==> src/rtl/or_event_reader_if.sv <==
// Read handshake bundle between a requester (master) and the event reader (slave).
// The requester raises rd_req; the reader answers with rd_ack plus a snapshot.
interface or_event_reader_if #(
    parameter int WIDTH = 8
);
    logic             rd_req;
    logic             rd_ack;
    logic [WIDTH-1:0] rd_data;
    logic             rd_ovf;

    modport master (
        output rd_req,
        input  rd_ack,
        input  rd_data,
        input  rd_ovf
    );

    modport slave (
        input  rd_req,
        output rd_ack,
        output rd_data,
        output rd_ovf
    );
endinterface

==> src/rtl/or_event_reader.sv <==
// Sticky OR event collector: latches enabled events into pending bits, raises irq,
// and hands the pending word to a requester through a four-phase req/ack read.
module or_event_reader #(
    parameter int WIDTH = 8,
    parameter int EDGE  = 1
) (
    input  logic              i_clk,
    input  logic              i_rst_n,
    input  logic [WIDTH-1:0]  i_evt_in,
    input  logic [WIDTH-1:0]  i_mask,
    output logic [WIDTH-1:0]  o_pending,
    output logic              o_irq,
    or_event_reader_if.slave  bus
);

    typedef enum logic {S_IDLE, S_ACK} state_t;

    state_t           r_state;
    state_t           w_state_nxt;
    logic             w_accept;

    logic [WIDTH-1:0] r_pending;
    logic [WIDTH-1:0] r_evt_prev;
    logic             r_ovf;
    logic [WIDTH-1:0] r_rd_data;
    logic             r_rd_ovf;

    logic [WIDTH-1:0] w_det;
    logic [WIDTH-1:0] w_acc;
    logic [WIDTH-1:0] w_clr;
    logic [WIDTH-1:0] w_pending_nxt;
    logic             w_ovf_hit;
    logic             w_ovf_nxt;

    assign w_det = (EDGE != 0) ? (i_evt_in & ~r_evt_prev) : i_evt_in;
    assign w_acc = w_det & i_mask;

    // Clear only the bits captured by the snapshot, so a same-cycle event survives the read.
    assign w_clr         = w_accept ? r_pending : '0;
    assign w_pending_nxt = (r_pending & ~w_clr) | w_acc;
    assign w_ovf_hit     = |(w_acc & r_pending & ~w_clr);
    assign w_ovf_nxt     = (w_accept ? 1'b0 : r_ovf) | w_ovf_hit;

    always_comb begin
        w_state_nxt = r_state;
        w_accept    = 1'b0;
        case (r_state)
            S_IDLE: begin
                if (bus.rd_req) begin
                    w_accept    = 1'b1;
                    w_state_nxt = S_ACK;
                end
            end
            S_ACK: begin
                if (!bus.rd_req) begin
                    w_state_nxt = S_IDLE;
                end
            end
            default: w_state_nxt = S_IDLE;
        endcase
    end

    always_ff @(posedge i_clk or negedge i_rst_n) begin
        if (!i_rst_n) begin
            r_state    <= S_IDLE;
            r_pending  <= '0;
            r_evt_prev <= '0;
            r_ovf      <= 1'b0;
            r_rd_data  <= '0;
            r_rd_ovf   <= 1'b0;
        end else begin
            r_state    <= w_state_nxt;
            r_pending  <= w_pending_nxt;
            r_evt_prev <= i_evt_in;
            r_ovf      <= w_ovf_nxt;
            if (w_accept) begin
                r_rd_data <= r_pending;
                r_rd_ovf  <= r_ovf;
            end
        end
    end

    assign o_pending   = r_pending;
    assign o_irq       = |r_pending;
    assign bus.rd_ack  = (r_state == S_ACK);
    assign bus.rd_data = r_rd_data;
    assign bus.rd_ovf  = r_rd_ovf;

endmodule

==> src/flat_wrapper.sv <==
// flat-port wrapper written by rule: the top's interface ports become plain ports
module or_event_reader_flat 
#(
    parameter int WIDTH = 8,
    parameter int EDGE  = 1
)
  (i_clk, i_rst_n, i_evt_in, i_mask, o_pending, o_irq, bus_rd_req, bus_rd_ack, bus_rd_data, bus_rd_ovf);
  or_event_reader_if #(.WIDTH(WIDTH)) bus_i ();
  input  logic i_clk;
  input  logic i_rst_n;
  input  logic [WIDTH-1:0] i_evt_in;
  input  logic [WIDTH-1:0] i_mask;
  output logic [WIDTH-1:0] o_pending;
  output logic o_irq;
  input wire logic [$bits(bus_i.rd_req)-1:0] bus_rd_req;
  output wire logic [$bits(bus_i.rd_ack)-1:0] bus_rd_ack;
  output wire logic [$bits(bus_i.rd_data)-1:0] bus_rd_data;
  output wire logic [$bits(bus_i.rd_ovf)-1:0] bus_rd_ovf;
  assign bus_i.rd_req = bus_rd_req;
  assign bus_rd_ack = bus_i.rd_ack;
  assign bus_rd_data = bus_i.rd_data;
  assign bus_rd_ovf = bus_i.rd_ovf;
  or_event_reader #(.WIDTH(WIDTH), .EDGE(EDGE)) u_core (.i_clk(i_clk), .i_rst_n(i_rst_n), .i_evt_in(i_evt_in), .i_mask(i_mask), .o_pending(o_pending), .o_irq(o_irq), .bus(bus_i));
endmodule
==> config.mk <==
export PLATFORM = sky130hd
export DESIGN_NAME = or_event_reader_flat
export DESIGN_NICKNAME = d
export VERILOG_FILES = /design/src/rtl/or_event_reader_if.sv /design/src/rtl/or_event_reader.sv /design/src/flat_wrapper.sv
export SDC_FILE = /design/constraint.sdc
export NUM_CORES = 1
export LEC_CHECK = 0
export CAP_MARGIN = 20
export CORE_MARGIN = 2
export CORE_UTILIZATION = 41
export CTS_BUF_LIST = sky130_fd_sc_hd__clkbuf_2 sky130_fd_sc_hd__clkbuf_4 sky130_fd_sc_hd__clkbuf_8
export CTS_CLUSTER_SIZE = 40
export DETAILED_ROUTE_END_ITERATION = 12
export PLACE_DENSITY = 0.71
export SYNTH_ARGS = -nofsm -noshare
export SYNTH_HDL_FRONTEND = slang
export SYNTH_SLANG_ARGS = --single-unit
==> constraint.sdc <==
create_clock -name i_clk -period 1.5 [get_ports i_clk]
set_input_delay 0.3 -clock i_clk [delete_from_list [all_inputs] [get_ports i_clk]]
set_output_delay 0.3 -clock i_clk [all_outputs]
set_load 0.01 [all_outputs]
==> results of run 1 <==
==> metrics by stage <==
| stage | cell area [µm²] | utilization, % | worst slack [ps] |
|---|---|---|---|
| finish | 1530 | 62.9 | -43.8 |
| global placement | 1480 | 60.8 | -48.1 |
| global route | 1530 | 62.9 | -111 |
| CTS | 1520 | 62.4 | -54.1 |
| detailed placement | 1480 | 60.8 | -72.2 |
| floorplan | 1030 | - | 302 |
==> cell usage after synthesis (all sizes together) <==
master	count	area, µm²
o311ai	1	8.76
nand2b	1	13.8
inv	3	11.3
o31a	1	8.76
dfrtp	27	676
nand4b	6	52.6
a32o	2	20.0
a41o	1	10.0
mux2	9	105
nand2	13	48.8
o21ai	6	30.0
nand4	1	6.26
nor4	2	12.5
buf	2	22.5
==> how the worst max path moves through the flow <==
stage	slack, ps	end
final	-40	o_irq
after global routing	-110	o_irq
after CTS	-50	o_irq
after detailed placement	-70	o_irq
after global placement	-50	o_irq
after floorplan	300	u_core.bus.rd_data[6]
==> worst max-delay path, cell delays in order (launching register included) <==
cell	delay, ps
dfrtp_1	410
buf_4	140
nor4_2	150
nand2_1	80
buf_2	150
==> state kept, by name, summed over array words and instances, names as in the netlist <==
register and count:
u_core.bus.rd_data 8, u_core.o_pending 8, u_core.r_evt_prev 8, u_core.bus.rd_ack 1, u_core.bus.rd_ovf 1, u_core.r_ovf 1
==> layout make-up <==
cell class              instances  area, µm²  area share (%)
multi-input cells              43        329            21.5
flip-flops and latches         27        676            44.2
well taps                      30       37.5            2.45
clock inverters                 1       5.00           0.327
repair buffers                 50        448            29.3
clock buffers                   3       22.5            1.47
inverters                       3       11.3           0.736
==> power breakdown <==
group | internal, µW | switching [µW]
combinational | 253 | 176
clock | 99.6 | 204
sequential | 825 | 50.3
==> cell families after synthesis <==
kind of cell    count (synthesis)  synth area share (%)
compound gates                 11                  7.56
buf+inv                         5                  3.29
flops                          27                  65.9
mux                             9                  10.2
simple gates                   23                  13.0
==> routing by layer <==
| metal | track usage [%] | vias up |
|---|---|---|
| met5 | 0 | - |
| met4 | 2.50 | 0 |
| met3 | 1.67 | 0 |
| met2 | 28.9 | 24 |
| met1 | 21.9 | 393 |
| li1 | - | 378 |
==> what timing repair did <==
| item | CTS | global route |
|---|---|---|
| pin swaps | 1 | 0 |
| endpoints found under the setup margin | 19 | 6 |
| setup buffers | 4 | 0 |
| gates resized for setup | 27 | 5 |
| hold buffers | 0 | 0 |
| hold endpoints to repair | 0 | 0 |
==> impl_metrics.tcl, run 1 <==
set metrics [dict create \
    fin_cells 157 \
    crit_arrival_ps 1240 \
    grt_pass1_vias 787 \
    yosysWarnings 0 \
    vias 795 \
    hold_violations 0 \
    hold-worst-slack_ps 344 \
    p_total_uw 1610 \
    worstSetupStartpoint "u_core.o_pending[1]" \
    antenna_found_initial 0 \
    fin_setup_tns_ps -43.8 \
    fin_crit_ps 1540 \
    die_area_mm2 0.00292 \
    ant_nets 0 \
    wl_met1_um 921 \
    die_h_um 54.0 \
    maxCapViolations 0 \
    grt_pass1_wl_um 3500 \
    grt-ovfl-total 0 \
    crit-reg2reg-launch "u_core.o_pending[4]" \
    timing.final.ws_setup_ps -43.8 \
    worst-r2r-cell-count 5 \
    worstMarginPinSlew_ps 318 \
    dp.cells 149 \
    dp_hpwl_um 1650 \
    startpoint_type "flop" \
    worstSkewPairLatency_ps 320 \
    report.final.slew_viol_count 0 \
    area_growth_pct 49.0 \
    core-area_mm2 0.00243 \
    drive_above_1_share_pct 24.4 \
    ys_seq_area_share_pct 65.9 \
    rsz0062_at_grt "yes" \
    critical_path_class "flop to output port" \
    final_cell_mix "dfrtp_1, clkdlybuf4s50_1, nand2_1, dlygate4sd2_1, buf_4" \
    first_pass_iters 5 \
    finClkSkew_ps 10.5 \
    status "finished, violations left" \
    clk_pin_slew_ps 150 \
    cts.htree.levels 1 \
    grt_use_total_pct 16.2 \
    io_buffers 37 \
    fill_cells 208 \
    period_share_pct 103 \
    gp_congestion 0.699 \
    routed_wl_um 2150 \
    slew-limit-headroom_pct 78.5 \
    start_util_pct 42.2 \
    syn_area_per_cell_um2 13.7 \
    diodes 0 \
    ios 38 \
    r2r_slack_ps 140 \
    die_w_um 54.0 \
    endpoint_kind "output port" \
    cts-root-buf "clkbuf_4" \
    synth.distinct_cells 15 \
    clockBufferDepth 2 \
    ys_ff_latch 27 \
    worstPathRequired_ps 1200 \
    setup_viol_count_final 1 \
    r2r_end "u_core.r_ovf" \
    rows 18 \
    hold_path_class "primary input to asynchronous set/reset pin" \
    drtIter0Drc 10 \
    tritoncts.num_buffers 3 \
    drt-vias-per-instance 5.06 \
    synthCells 75 \
    peakVddDrop_mv 0.663 \
    fmax_ghz 0.648 \
    drcViolationCount 0 \
    power_density_mw_per_mm2 1050 \
    violations "negative setup slack" \
    nets 147 \
    mappedNetlistArea_mm2 0.00103 \
    dr_wl_met3_um 99 \
    clock_sinks 27 \
    syn-num-nets 94 \
    p_leak_uw 0.000718 \
    wl_met2_um 1130 \
    grt_max_degree 28 \
    final_common_cell "dfrtp_1" \
    wl_per_cell_um 13.7 \
    cts_tree "done" \
    path_max_fanout 2 \
    top_layer_used "met3" \
]
Note: power is estimated with default switching activity, not from simulation.
==> run 2: changes to the inputs <==
CAP_MARGIN = unset   (was 20)
CORE_UTILIZATION = 45   (was 41)
PLACE_DENSITY = 0.77   (was 0.71)
==> run 2 against run 1 <==
Effect of this change:
- the flow still finishes with violations (negative setup slack)
- design area down 2.0%
- critical path depth shrank 1
- utilization grew 5.6 points
- sequential power fell by 0.5%
- routed wire length down 1.1%
- via count decreased by 0.88%
- combinational power shrank 3%
- flip-flop and latch count did not move
- worst hold slack better by 1.6 ps
==> impl_metrics.tcl, run 2 (same netlist as run 1, synthesis figures left out) <==
set metrics [dict create \
    switching_share_pct 25.7 \
    grt_pass1_wl_um 3390 \
    gp_congestion 0.686 \
    clockBufferDepth 2 \
    maxCapViolations 0 \
    final_cell_mix "dfrtp_1, clkdlybuf4s50_1, dlygate4sd2_1" \
    power_density_mw_per_mm2 1060 \
    area_growth_pct 46.1 \
    dp_hpwl_um 1540 \
    r2r_end "u_core.r_ovf" \
    slew-limit-headroom_pct 78.2 \
    fin_area_mm2 0.00150 \
    drcViolationCount 0 \
    grt_max_degree 28 \
    internal_power_uw 1180 \
    ant_nets 0 \
    vias 788 \
    p_leak_uw 0.000709 \
    cts-root-buf "clkbuf_4" \
    nets 145 \
    wl_met2_um 1030 \
    top_layer_used "met4" \
    fin_setup_tns_ps -52.5 \
    p_sw_uw 410 \
    violations "negative setup slack" \
    clock_sinks 27 \
    die_h_um 51.8 \
    antenna_found_initial 0 \
    status "finished, violations left" \
    crit_arrival_ps 1250 \
    clk_pin_slew_ps 130 \
    drtIter0Drc 6 \
    period_share_pct 103 \
    drt-vias-per-instance 5.15 \
    pwr-share-seq_pct 54.6 \
    place_area_mm2 0.00148 \
    path_max_fanout 2 \
    critical_path_class "flop to output port" \
    grt-ovfl-total 0 \
    worstPathRequired_ps 1200 \
    peakVddDrop_mv 0.749 \
    rsz0062_at_grt "yes" \
    worst-r2r-cell-count 5 \
    report.final.slew_viol_count 0 \
    wl_per_cell_um 13.9 \
    finClkSkew_ps 6.02 \
    setup_viol_count_final 1 \
    hold_path_class "primary input to asynchronous set/reset pin" \
    timing.final.ws_setup_ps -52.5 \
    routed_wl_um 2120 \
    core-area_mm2 0.00219 \
    crit-reg2reg-launch "u_core.o_pending[5]" \
    fill_cells 174 \
    cts_tree "done" \
    cts_hold_buf 0 \
    die_w_um 51.8 \
    startpoint_type "flop" \
    worstSkewPairLatency_ps 310 \
    hold_violations 0 \
    endpoint_kind "output port" \
    diodes 0 \
    grt_use_total_pct 17.6 \
    start_util_pct 46.8 \
    final_common_cell "dfrtp_1" \
    fin_crit_ps 1550 \
    drive_above_1_share_pct 22.4 \
    cts.htree.levels 1 \
    power_frac_clock_pct 19.5 \
    first_pass_iters 2 \
    rows 17 \
    worstMarginPinSlew_ps 323 \
    dr_wl_met3_um 109 \
    tritoncts.num_buffers 3 \
    wl_met1_um 953 \
    ios 38 \
    combPwrFrac_pct 25.9 \
    die_area_mm2 0.00268 \
    grt_pass1_vias 774 \
    fmax_ghz 0.644 \
    io_buffers 37 \
    r2r_slack_ps 250 \
]
run 2: cell types whose count changed in the layout (fill, tap and decap cells not counted), sizes merged:
| cell | delta |
|---|---|
| clkdlybuf4s15 | -2 |
| dlygate4sd2 | +2 |
| clkbuf | +2 |
| clkinv | -1 |
| buf | -3 |
run 2: how the worst max path moves through the flow:
stage | start | end | slack [ps] | cells after the start
after CTS | u_core.o_pending[2] | o_irq | -70 | 3
final | u_core.o_pending[5] | o_irq | -50 | 3
after global routing | u_core.o_pending[5] | o_irq | -160 | 3
after global placement | u_core.o_pending[5] | o_irq | -100 | 3
after floorplan | u_core.bus.rd_ack | u_core.bus.rd_data[6] | 300 | 4
after detailed placement | u_core.o_pending[5] | o_irq | -110 | 3
run 2: final cells by class:
type	instances	area, µm²	share of cell area (%)
multi-input combinational	43	323	21.5
timing repair buffer	48	424	28.3
clock buffer	4	30.0	2.00
tap	28	35.0	2.34
sequential	27	676	45.1
inverter	3	11.3	0.751
run 2: per-layer routing:
metal	GRT usage, %	up-vias
met5	0	-
met4	11.0	0
met3	2.59	2
met2	29.7	23
met1	21.2	389
li1	-	374
run 2: critical path, cell delays in order, from the launching register on:
cell and delay, ps:
dfrtp_1 420, nor4_2 290, nand2_1 90, buf_2 150
run 2: repair_timing:
item | CTS | global route
setup endpoints to repair | 19 | 4
buffers inserted | 1 | 1
pin swaps | 2 | 1
resized for setup | 23 | 4
run 2: power by group through the flow:
stage                     registers (µW)  clock network (µW)  logic, µW
after global routing                 885                 350        449
after CTS                            871                 325        412
after global placement               885                   0        454
after floorplan                      938                   0        114
after detailed placement             888                   0        462
final                                871                 310        414
run 2: metrics by stage:
stage | cells | power (µW) | hold WS, ps | worst slack (ps) | util, %
after floorplan | 75 | 1050 | 4.41 | 302 | -
after global placement | 147 | 1340 | 435 | -97.0 | 67.4
after detailed placement | 147 | 1350 | 448 | -109 | 67.4
after CTS | 152 | 1610 | 350 | -74.2 | 68.1
after global routing | 153 | 1680 | 376 | -165 | 68.4
final | 153 | 1600 | 345 | -52.5 | 68.4
==> run 3: changes to the inputs <==
HOLD_SLACK_MARGIN = 0.08   (was unset)
==> results of run 3 <==
Same layout as run 2: the final DEF is identical, and so are final timing and power.
